==> src/rtl/hazard_fwd_unit_pkg.sv <==
// Shared types for the hazard / forwarding controller: forwarding-select
// encoding, controller FSM states and the shadow pipeline entry.
package hazard_pkg;

    // Register IDs are carried internally at this width and zero-extended
    // from the configured ID width, so the shared struct does not depend on
    // the NREG parameter.
    localparam int REG_W_MAX = 8;

    typedef logic [REG_W_MAX-1:0] rid_t;

    typedef enum logic [1:0] {
        FWD_RF   = 2'b00,  // operand comes from the register file
        FWD_EXDM = 2'b01,  // operand comes from the EX/MEM result
        FWD_DMWB = 2'b10   // operand comes from the MEM/WB result
    } fwd_sel_t;

    typedef enum logic [1:0] {
        HZ_RUN,
        HZ_LU_STALL,
        HZ_HALT_DRAIN,
        HZ_HALTED
    } hz_state_t;

    // Shadow record of one in-flight instruction. An all-zero entry is a bubble.
    typedef struct packed {
        logic valid;
        logic wr;
        rid_t rid;
        logic load;
    } stage_ent_t;

    // Width of a register ID for a register file of nreg entries.
    function automatic int id_width(input int nreg);
        return (nreg > 1) ? $clog2(nreg) : 1;
    endfunction

endpackage

==> src/rtl/hazard_fwd_unit_if.sv <==
// Decode-side fields and pipeline-control outputs of the hazard unit.
// The pipeline (or a bench) drives through master; the hazard unit uses slave.
interface hazard_fwd_unit_if
    import hazard_pkg::*;
#(
    parameter int NREG = 8
);
    localparam int ID_W = id_width(NREG);

    // Instruction leaving decode
    logic            ID_Valid;
    logic [ID_W-1:0] ID_RS;
    logic [ID_W-1:0] ID_RT;
    logic            ID_RSUsed;
    logic            ID_RTUsed;
    logic            ID_RegWrite;
    logic [ID_W-1:0] ID_WriteReg;
    logic            ID_MemRead;
    logic            ID_Halt;

    // Pipeline events
    logic            Redirect;
    logic            MemStall;

    // Controls back to the pipeline
    fwd_sel_t        A_Sel;
    fwd_sel_t        B_Sel;
    logic            Stall;
    logic            Bubble;
    logic            Flush;
    logic            Halted;

    modport master (
        output ID_Valid, ID_RS, ID_RT, ID_RSUsed, ID_RTUsed,
               ID_RegWrite, ID_WriteReg, ID_MemRead, ID_Halt,
               Redirect, MemStall,
        input  A_Sel, B_Sel, Stall, Bubble, Flush, Halted
    );

    modport slave (
        input  ID_Valid, ID_RS, ID_RT, ID_RSUsed, ID_RTUsed,
               ID_RegWrite, ID_WriteReg, ID_MemRead, ID_Halt,
               Redirect, MemStall,
        output A_Sel, B_Sel, Stall, Bubble, Flush, Halted
    );

endinterface

==> src/rtl/hazard_fwd_unit_fwd_select.sv <==
// Forwarding comparison for one source operand against the EX and MEM
// shadow entries. Purely combinational; instantiated once per source.
module fwd_select
    import hazard_pkg::*;
(
    input  rid_t       i_src,        // source register ID (zero-extended)
    input  logic       i_used,       // source is really read by a valid instruction
    input  stage_ent_t i_ex,         // instruction currently in EX
    input  logic       i_mem_wr,     // MEM entry is valid and writes a register
    input  rid_t       i_mem_rid,    // MEM entry destination
    output fwd_sel_t   o_sel,
    output logic       o_load_use    // EX holds a load this source depends on
);

    logic w_ex_hit;
    logic w_mem_hit;

    assign w_ex_hit   = i_used & i_ex.valid & i_ex.wr & (i_ex.rid == i_src);
    assign w_mem_hit  = i_used & i_mem_wr & (i_mem_rid == i_src);
    assign o_load_use = w_ex_hit & i_ex.load;

    // Younger producer (EX) wins; a load in EX cannot forward yet, so the
    // stall logic holds the consumer until the load reaches MEM.
    always_comb begin
        // NOTE: every output of a combinational block gets a default first so
        // no path can leave it unassigned and infer a latch.
        o_sel = FWD_RF;
        if (w_ex_hit && !i_ex.load) begin
            o_sel = FWD_EXDM;
        end else if (w_mem_hit) begin
            o_sel = FWD_DMWB;
        end
    end

endmodule

==> src/rtl/hazard_fwd_unit.sv <==
// Pipeline hazard and forwarding controller for the 5-stage 16-bit core.
// Tracks destinations of the instructions in EX/MEM/WB, registers the
// forwarding selects for EX, and drives stall/bubble/flush plus halt drain.
module hazard_fwd_unit
    import hazard_pkg::*;
#(
    parameter int NREG       = 8,
    parameter int HALT_DRAIN = 3
)(
    input  logic               clk,
    input  logic               rst_n,
    hazard_fwd_unit_if.slave   bus
);

    localparam int ID_W  = id_width(NREG);
    localparam int CNT_W = (HALT_DRAIN > 1) ? $clog2(HALT_DRAIN) : 1;
    localparam logic [CNT_W-1:0] CNT_LOAD = CNT_W'(HALT_DRAIN - 1);

    stage_ent_t       r_ex;
    stage_ent_t       r_mem;
    stage_ent_t       r_wb;
    stage_ent_t       w_dec;
    fwd_sel_t         r_a_sel;
    fwd_sel_t         r_b_sel;
    fwd_sel_t         w_a_sel;
    fwd_sel_t         w_b_sel;
    hz_state_t        r_state;
    hz_state_t        w_state_nxt;
    logic [CNT_W-1:0] r_cnt;
    logic [CNT_W-1:0] w_cnt_nxt;
    rid_t             w_rs;
    rid_t             w_rt;
    logic             w_adv;
    logic             w_lu_rs;
    logic             w_lu_rt;
    logic             w_load_use;
    logic             w_halt_req;
    logic             w_stall;
    logic             w_bubble;
    logic             w_squash;

    assign w_adv      = ~bus.MemStall;
    assign w_rs       = rid_t'(bus.ID_RS[ID_W-1:0]);
    assign w_rt       = rid_t'(bus.ID_RT[ID_W-1:0]);
    assign w_load_use = w_lu_rs | w_lu_rt;
    assign w_halt_req = bus.ID_Halt & bus.ID_Valid & ~bus.Redirect;

    // Shadow entry for the decode instruction; HALT and NOPs travel as bubbles.
    always_comb begin
        w_dec = '0;
        if (bus.ID_Valid && !bus.ID_Halt) begin
            w_dec.valid = 1'b1;
            w_dec.wr    = bus.ID_RegWrite;
            w_dec.rid   = rid_t'(bus.ID_WriteReg[ID_W-1:0]);
            w_dec.load  = bus.ID_MemRead;
        end
    end

    fwd_select u_fwd_rs (
        .i_src      (w_rs),
        .i_used     (bus.ID_Valid & bus.ID_RSUsed),
        .i_ex       (r_ex),
        .i_mem_wr   (r_mem.valid & r_mem.wr),
        .i_mem_rid  (r_mem.rid),
        .o_sel      (w_a_sel),
        .o_load_use (w_lu_rs)
    );

    fwd_select u_fwd_rt (
        .i_src      (w_rt),
        .i_used     (bus.ID_Valid & bus.ID_RTUsed),
        .i_ex       (r_ex),
        .i_mem_wr   (r_mem.valid & r_mem.wr),
        .i_mem_rid  (r_mem.rid),
        .o_sel      (w_b_sel),
        .o_load_use (w_lu_rt)
    );

    // Next-state and pipeline-control decode for the hazard FSM.
    always_comb begin
        w_state_nxt = r_state;
        w_cnt_nxt   = r_cnt;
        w_stall     = 1'b0;
        w_bubble    = 1'b0;

        unique case (r_state)
            HZ_RUN: begin
                // A redirect squashes decode, so its hazard or halt never happens.
                if (bus.Redirect) begin
                    w_state_nxt = HZ_RUN;
                end else if (w_load_use) begin
                    w_stall     = 1'b1;
                    w_bubble    = 1'b1;
                    w_state_nxt = HZ_LU_STALL;
                end else if (w_halt_req) begin
                    w_state_nxt = HZ_HALT_DRAIN;
                    w_cnt_nxt   = CNT_LOAD;
                end
            end
            HZ_LU_STALL: begin
                // Bubble is now in EX and the load in MEM; hazards re-evaluate.
                w_state_nxt = HZ_RUN;
            end
            HZ_HALT_DRAIN: begin
                w_stall  = 1'b1;
                w_bubble = 1'b1;
                if (r_cnt == '0) begin
                    w_state_nxt = HZ_HALTED;
                end else begin
                    w_cnt_nxt = r_cnt - 1'b1;
                end
            end
            HZ_HALTED: begin
                w_stall  = 1'b1;
                w_bubble = 1'b1;
            end
            default: begin
                w_state_nxt = HZ_RUN;
            end
        endcase

        // A busy data memory freezes everything, including the FSM.
        if (bus.MemStall) begin
            w_state_nxt = r_state;
            w_cnt_nxt   = r_cnt;
            w_stall     = 1'b1;
            w_bubble    = 1'b0;
        end
    end

    assign w_squash = w_bubble | bus.Redirect;

    // FSM state and drain counter.
    always_ff @(posedge clk or negedge rst_n) begin
        if (!rst_n) begin
            r_state <= HZ_RUN;
            r_cnt   <= '0;
        end else begin
            // NOTE: sequential state uses non-blocking assignments so every
            // flop samples pre-edge values regardless of statement order.
            r_state <= w_state_nxt;
            r_cnt   <= w_cnt_nxt;
        end
    end

    // Shadow pipeline and registered forwarding selects; both advance together.
    always_ff @(posedge clk or negedge rst_n) begin
        if (!rst_n) begin
            r_ex    <= '0;
            r_mem   <= '0;
            r_wb    <= '0;
            r_a_sel <= FWD_RF;
            r_b_sel <= FWD_RF;
        end else if (w_adv) begin
            r_ex    <= w_squash ? stage_ent_t'('0) : w_dec;
            r_mem   <= r_ex;
            r_wb    <= r_mem;
            r_a_sel <= w_squash ? FWD_RF : w_a_sel;
            r_b_sel <= w_squash ? FWD_RF : w_b_sel;
        end
    end

    assign bus.A_Sel  = r_a_sel;
    assign bus.B_Sel  = r_b_sel;
    assign bus.Stall  = w_stall;
    assign bus.Bubble = w_bubble;
    assign bus.Flush  = bus.Redirect;
    assign bus.Halted = (r_state == HZ_HALTED);

    // Once halted, nothing real may remain anywhere in the shadow pipe.
    a_halted_empty: assert property (
        @(posedge clk) disable iff (!rst_n)
        (r_state == HZ_HALTED) |-> (r_ex == '0 && r_mem == '0 && r_wb == '0)
    );

endmodule

==> src/flat_wrapper.sv <==
// flat-port wrapper written by rule: the top's interface ports become plain ports
module hazard_fwd_unit_flat import hazard_pkg::*;
#(
    parameter int NREG       = 8,
    parameter int HALT_DRAIN = 3
)
  (clk, rst_n, bus_ID_Valid, bus_ID_RS, bus_ID_RT, bus_ID_RSUsed, bus_ID_RTUsed, bus_ID_RegWrite, bus_ID_WriteReg, bus_ID_MemRead, bus_ID_Halt, bus_Redirect, bus_MemStall, bus_A_Sel, bus_B_Sel, bus_Stall, bus_Bubble, bus_Flush, bus_Halted);
  hazard_fwd_unit_if #(.NREG(NREG)) bus_i ();
  input  logic clk;
  input  logic rst_n;
  input wire logic [$bits(bus_i.ID_Valid)-1:0] bus_ID_Valid;
  input wire logic [$bits(bus_i.ID_RS)-1:0] bus_ID_RS;
  input wire logic [$bits(bus_i.ID_RT)-1:0] bus_ID_RT;
  input wire logic [$bits(bus_i.ID_RSUsed)-1:0] bus_ID_RSUsed;
  input wire logic [$bits(bus_i.ID_RTUsed)-1:0] bus_ID_RTUsed;
  input wire logic [$bits(bus_i.ID_RegWrite)-1:0] bus_ID_RegWrite;
  input wire logic [$bits(bus_i.ID_WriteReg)-1:0] bus_ID_WriteReg;
  input wire logic [$bits(bus_i.ID_MemRead)-1:0] bus_ID_MemRead;
  input wire logic [$bits(bus_i.ID_Halt)-1:0] bus_ID_Halt;
  input wire logic [$bits(bus_i.Redirect)-1:0] bus_Redirect;
  input wire logic [$bits(bus_i.MemStall)-1:0] bus_MemStall;
  output wire logic [$bits(bus_i.A_Sel)-1:0] bus_A_Sel;
  output wire logic [$bits(bus_i.B_Sel)-1:0] bus_B_Sel;
  output wire logic [$bits(bus_i.Stall)-1:0] bus_Stall;
  output wire logic [$bits(bus_i.Bubble)-1:0] bus_Bubble;
  output wire logic [$bits(bus_i.Flush)-1:0] bus_Flush;
  output wire logic [$bits(bus_i.Halted)-1:0] bus_Halted;
  assign bus_i.ID_Valid = bus_ID_Valid;
  assign bus_i.ID_RS = bus_ID_RS;
  assign bus_i.ID_RT = bus_ID_RT;
  assign bus_i.ID_RSUsed = bus_ID_RSUsed;
  assign bus_i.ID_RTUsed = bus_ID_RTUsed;
  assign bus_i.ID_RegWrite = bus_ID_RegWrite;
  assign bus_i.ID_WriteReg = bus_ID_WriteReg;
  assign bus_i.ID_MemRead = bus_ID_MemRead;
  assign bus_i.ID_Halt = bus_ID_Halt;
  assign bus_i.Redirect = bus_Redirect;
  assign bus_i.MemStall = bus_MemStall;
  assign bus_A_Sel = bus_i.A_Sel;
  assign bus_B_Sel = bus_i.B_Sel;
  assign bus_Stall = bus_i.Stall;
  assign bus_Bubble = bus_i.Bubble;
  assign bus_Flush = bus_i.Flush;
  assign bus_Halted = bus_i.Halted;
  hazard_fwd_unit #(.NREG(NREG), .HALT_DRAIN(HALT_DRAIN)) u_core (.clk(clk), .rst_n(rst_n), .bus(bus_i));
endmodule
==> config.mk <==
export PLATFORM = sky130hd
export DESIGN_NAME = hazard_fwd_unit_flat
export DESIGN_NICKNAME = d
export VERILOG_FILES = /design/src/rtl/hazard_fwd_unit_pkg.sv /design/src/rtl/hazard_fwd_unit_if.sv /design/src/rtl/hazard_fwd_unit_fwd_select.sv /design/src/rtl/hazard_fwd_unit.sv /design/src/flat_wrapper.sv
export SDC_FILE = /design/constraint.sdc
export NUM_CORES = 1
export LEC_CHECK = 0
export CAP_MARGIN = 20
export CORE_MARGIN = 3
export CORE_UTILIZATION = 62
export DETAILED_ROUTE_END_ITERATION = 8
export DONT_BUFFER_PORTS = 1
export PLACE_DENSITY = 0.89
export SLEW_MARGIN = 20
export SYNTH_ARGS = -nofsm -noshare
export SYNTH_HDL_FRONTEND = slang
export SYNTH_SLANG_ARGS = --single-unit
==> constraint.sdc <==
create_clock -name clk -period 2.7 [get_ports clk]
set_input_delay 0.27 -clock clk [delete_from_list [all_inputs] [get_ports clk]]
set_output_delay 0.27 -clock clk [all_outputs]
set_load 0.01 [all_outputs]
==> impl_results.md <==
* Status: completed
* Met1 Track Usage GR at 0.270
* Cell Area, Synth at 1200 um^2
* Vias/cell at 6.14
* Critical Path RT at 2.43 ns
* Clock Latency Late Sink at 0.30 ns
* Critical path class: register to primary output
* DRC violations left at 0
* Final min period at approximately 2.3 ns
* Initial cell density of the core at 0.675
* Area contributors post-synth: dfrtp_1 40%, xor2_1 7.3%, nand2_1 5.6%, ha_1 5.2%, mux2_2 4.7%
* Clock skew at about 0.0016 ns
* Number of max-cap violations at 0
* Worst path max stage delay at 0.45 ns
* Synth async-reset ratio at 1.00
* FF+latch count, synth at 19
* Routed length per placed instance at 17.1 um
* Worst-margin pin slew at 0.858 ns
* Met3 GRT Util at 0.0423
* I/O Buffers at 0
* Die Width at roughly 50 um
* Worst Setup End Kind: primary output
* Boundary Pins at 27
* Setup_tns at 0 ns
* Syn Nets at 146
* Initial antenna violation count at 0
* N_diodes at 0
* Root buffer cell: clkbuf_4
* First-pass GRT wire length at 4.25 mm
* Pre-antenna DRT Iters at 4
* Gr usage total at 0.228
* Pins Over Slew Limit at 0
* Mapped Avg Cell Area at slightly below 10 um^2
* CTS Buf Count at 3
* Data arrival, critical path at 1.99 ns
* DP Wirelength at 1.96 mm
* WP buf/inv at 0
* RSZ-0062 raised after global routing: no
* Routability cong. at 0.851
* Final ANT Viol Nets at 0
* Grt total ovfl at 0
* CP Max Fanout at 6
* FILL cells at ~140
* Die area at 2510 um^2
* CTS Sinks at 19
* Pwr Density at 698 nW/um^2
* Area leader, netlist: dfrtp_1
* Leakage at 0.568 nW
* Final period util at 0.838
* Synth-to-layout area growth at 3.74%
* Core Area at 1780 um^2
* CTS tree: yes
* Sequential area share after synthesis at 0.395
* Hold/Removal Path Class: primary input to register
* Setup ws final at about 0.44 ns
* Number of synthesized flops with an enable pin at 0
* Routed via count at 902
* Final setup viols at 0
* DRT iter0 DRCs at 19
* Final Core Density at 0.700
* GRT busiest layer: met2
* VDD IR max at about 0.00042 V
* # rows at 15
* Top_reg_cell synth: dfrtp_1
* Longest Clk Path Bufs at 2
* Clk slew on worst S/H paths at about 0.11 ns
* Fmax at 442 MHz
* Cells along the critical path: xor2_1 -> nor4_4 -> o21ai_4 -> nor4_2 -> or3_1
* Slowest cell on crit path: dfrtp_1
* Layout Nets at 147
* Die H at 50.1 um
* Crit path launch type: register
* Number of global-route vias before repair at about 940
* Fraction of layout cells with a size suffix above 1 at 0.123
* YS warnings at 0
* CP delay by family, top: simple AND/OR/NAND/NOR gates
* Pre-CTS WS at 0.715 ns
* Post CTS Setup Buffer Count at 0
* Met2 Use GR at 0.396
* Gate Count Post-Synth at between 100 and 150
* Largest net degree at the start of global routing at 29
* Final Routed Wirelength at 2.52 mm
* Synth top area share at 0.395
* Max_slew headroom at 0.426
* Final hold violation count at 0
* Synth unique cells at 32
* Pwr Total at approximately 0.87 mW
* CTS HTree Levels at 1
* CTS resizes at 0
-- logic make-up after synthesis --
| family | share of synthesized area |
|---|---|
| mux | 0.0728 |
| fa+ha+maj | 0.0520 |
| flops | 0.395 |
| buf+inv | 0.0593 |
| compound gates | 0.168 |
| simple gates | 0.165 |
| xor+xnor | 0.0873 |
-- cells in the final DEF (no fill, tap or decap), types with 3 or more instances in the layout --
cell / instances
a21oi_1: 3
clkbuf_4: 3
dfrtp_1: 19
ha_1: 5
inv_1: 13
mux2_2: 5
nand2_1: 18
nand3_1: 3
nor2_1: 3
o21ai_0: 4
o21ai_1: 3
o31ai_1: 6
xor2_1: 10
-- flip-flops by register name (all words and copies together) (netlist names) --
| signal | flops |
|---|---|
| u_core.bus.A_Sel | 2 |
| u_core.r_ex | 6 |
| u_core.r_cnt | 2 |
| u_core.r_state | 2 |
| u_core.bus.B_Sel | 2 |
| u_core.r_mem | 5 |
-- layer usage --
layer	wire [um]	vias up
met5	0	-
met2	1350	40
met3	162	4
met4	27	0
met1	977	435
li1	-	423
-- final cells by class --
| type | instances | area [um^2] | share of cell area |
|---|---|---|---|
| clock buffers | 4 | 26.3 | 0.0210 |
| inverters | 13 | 48.8 | 0.0391 |
| multi-input cells | 85 | 657 | 0.526 |
| flip-flops and latches | 19 | 475 | 0.381 |
| well taps | 25 | 31.3 | 0.0251 |
| repair buffers | 1 | 10.0 | 0.00802 |
-- cells in the mapped netlist, drive strengths merged (2+ instances only) --
cell type  number
a21oi           3
a2bb2oi         2
clkbuf          4
dfrtp          19
ha              5
inv            13
mux2            6
mux2i           2
nand2          18
nand3           3
nand4           2
nor2            3
nor3            2
nor3b           2
nor4            3
o21ai           8
o31ai           6
xnor2           2
xor2           10
-- power by group --
part | internal, mW | switching [mW]
Combinational | 0.144 | 0.216
Sequential | 0.326 | 0.0396
Clock | 0.0576 | 0.0893
Total | 0.527 | 0.345
-- stage by stage --
| stage | std cells | area, um^2 | hold WS (ns) |
|---|---|---|---|
| global placement | 142 | 1210 | -0.0252 |
| detailed placement | 142 | 1210 | -0.0251 |
| floorplan | 122 | 1200 | -0.0256 |
| global route | 147 | 1250 | 0.0472 |
| CTS | 147 | 1250 | 0.0504 |
| finish | 147 | 1250 | 0.0588 |
-- final timing paths --
kind	from	to	slack, ns	depth (start not counted)
setup reg to reg	u_core.r_state[1]	u_core.r_ex[9]	0.70	7
hold reg to reg	u_core.r_cnt[1]	u_core.r_cnt[1]	0.51	1
setup / recovery	u_core.r_ex[2]	bus_Stall	0.44	5
hold / removal	bus_MemStall	u_core.r_ex[0]	0.06	1
min in group asynchronous	rst_n	u_core.bus.A_Sel[1]	0.51	1
max in group asynchronous	rst_n	u_core.r_mem[1]	1.66	1
-- worst register-to-register path: stages (launching register included) --
cell      delay (ns)
dfrtp_1         0.44
inv_1           0.10
ha_1            0.29
o21bai_1        0.18
nand2b_1        0.12
nor3b_1         0.36
o41ai_4         0.20
o31ai_1         0.23
-- what timing repair did --
item / 4_1_cts / 5_1_grt
hold endpoints to repair: 19 / 0
setup endpoints to repair: 0 / 0
hold buffers: 1 / 0
No activity file was read; power rests on OpenSTA's default activity.
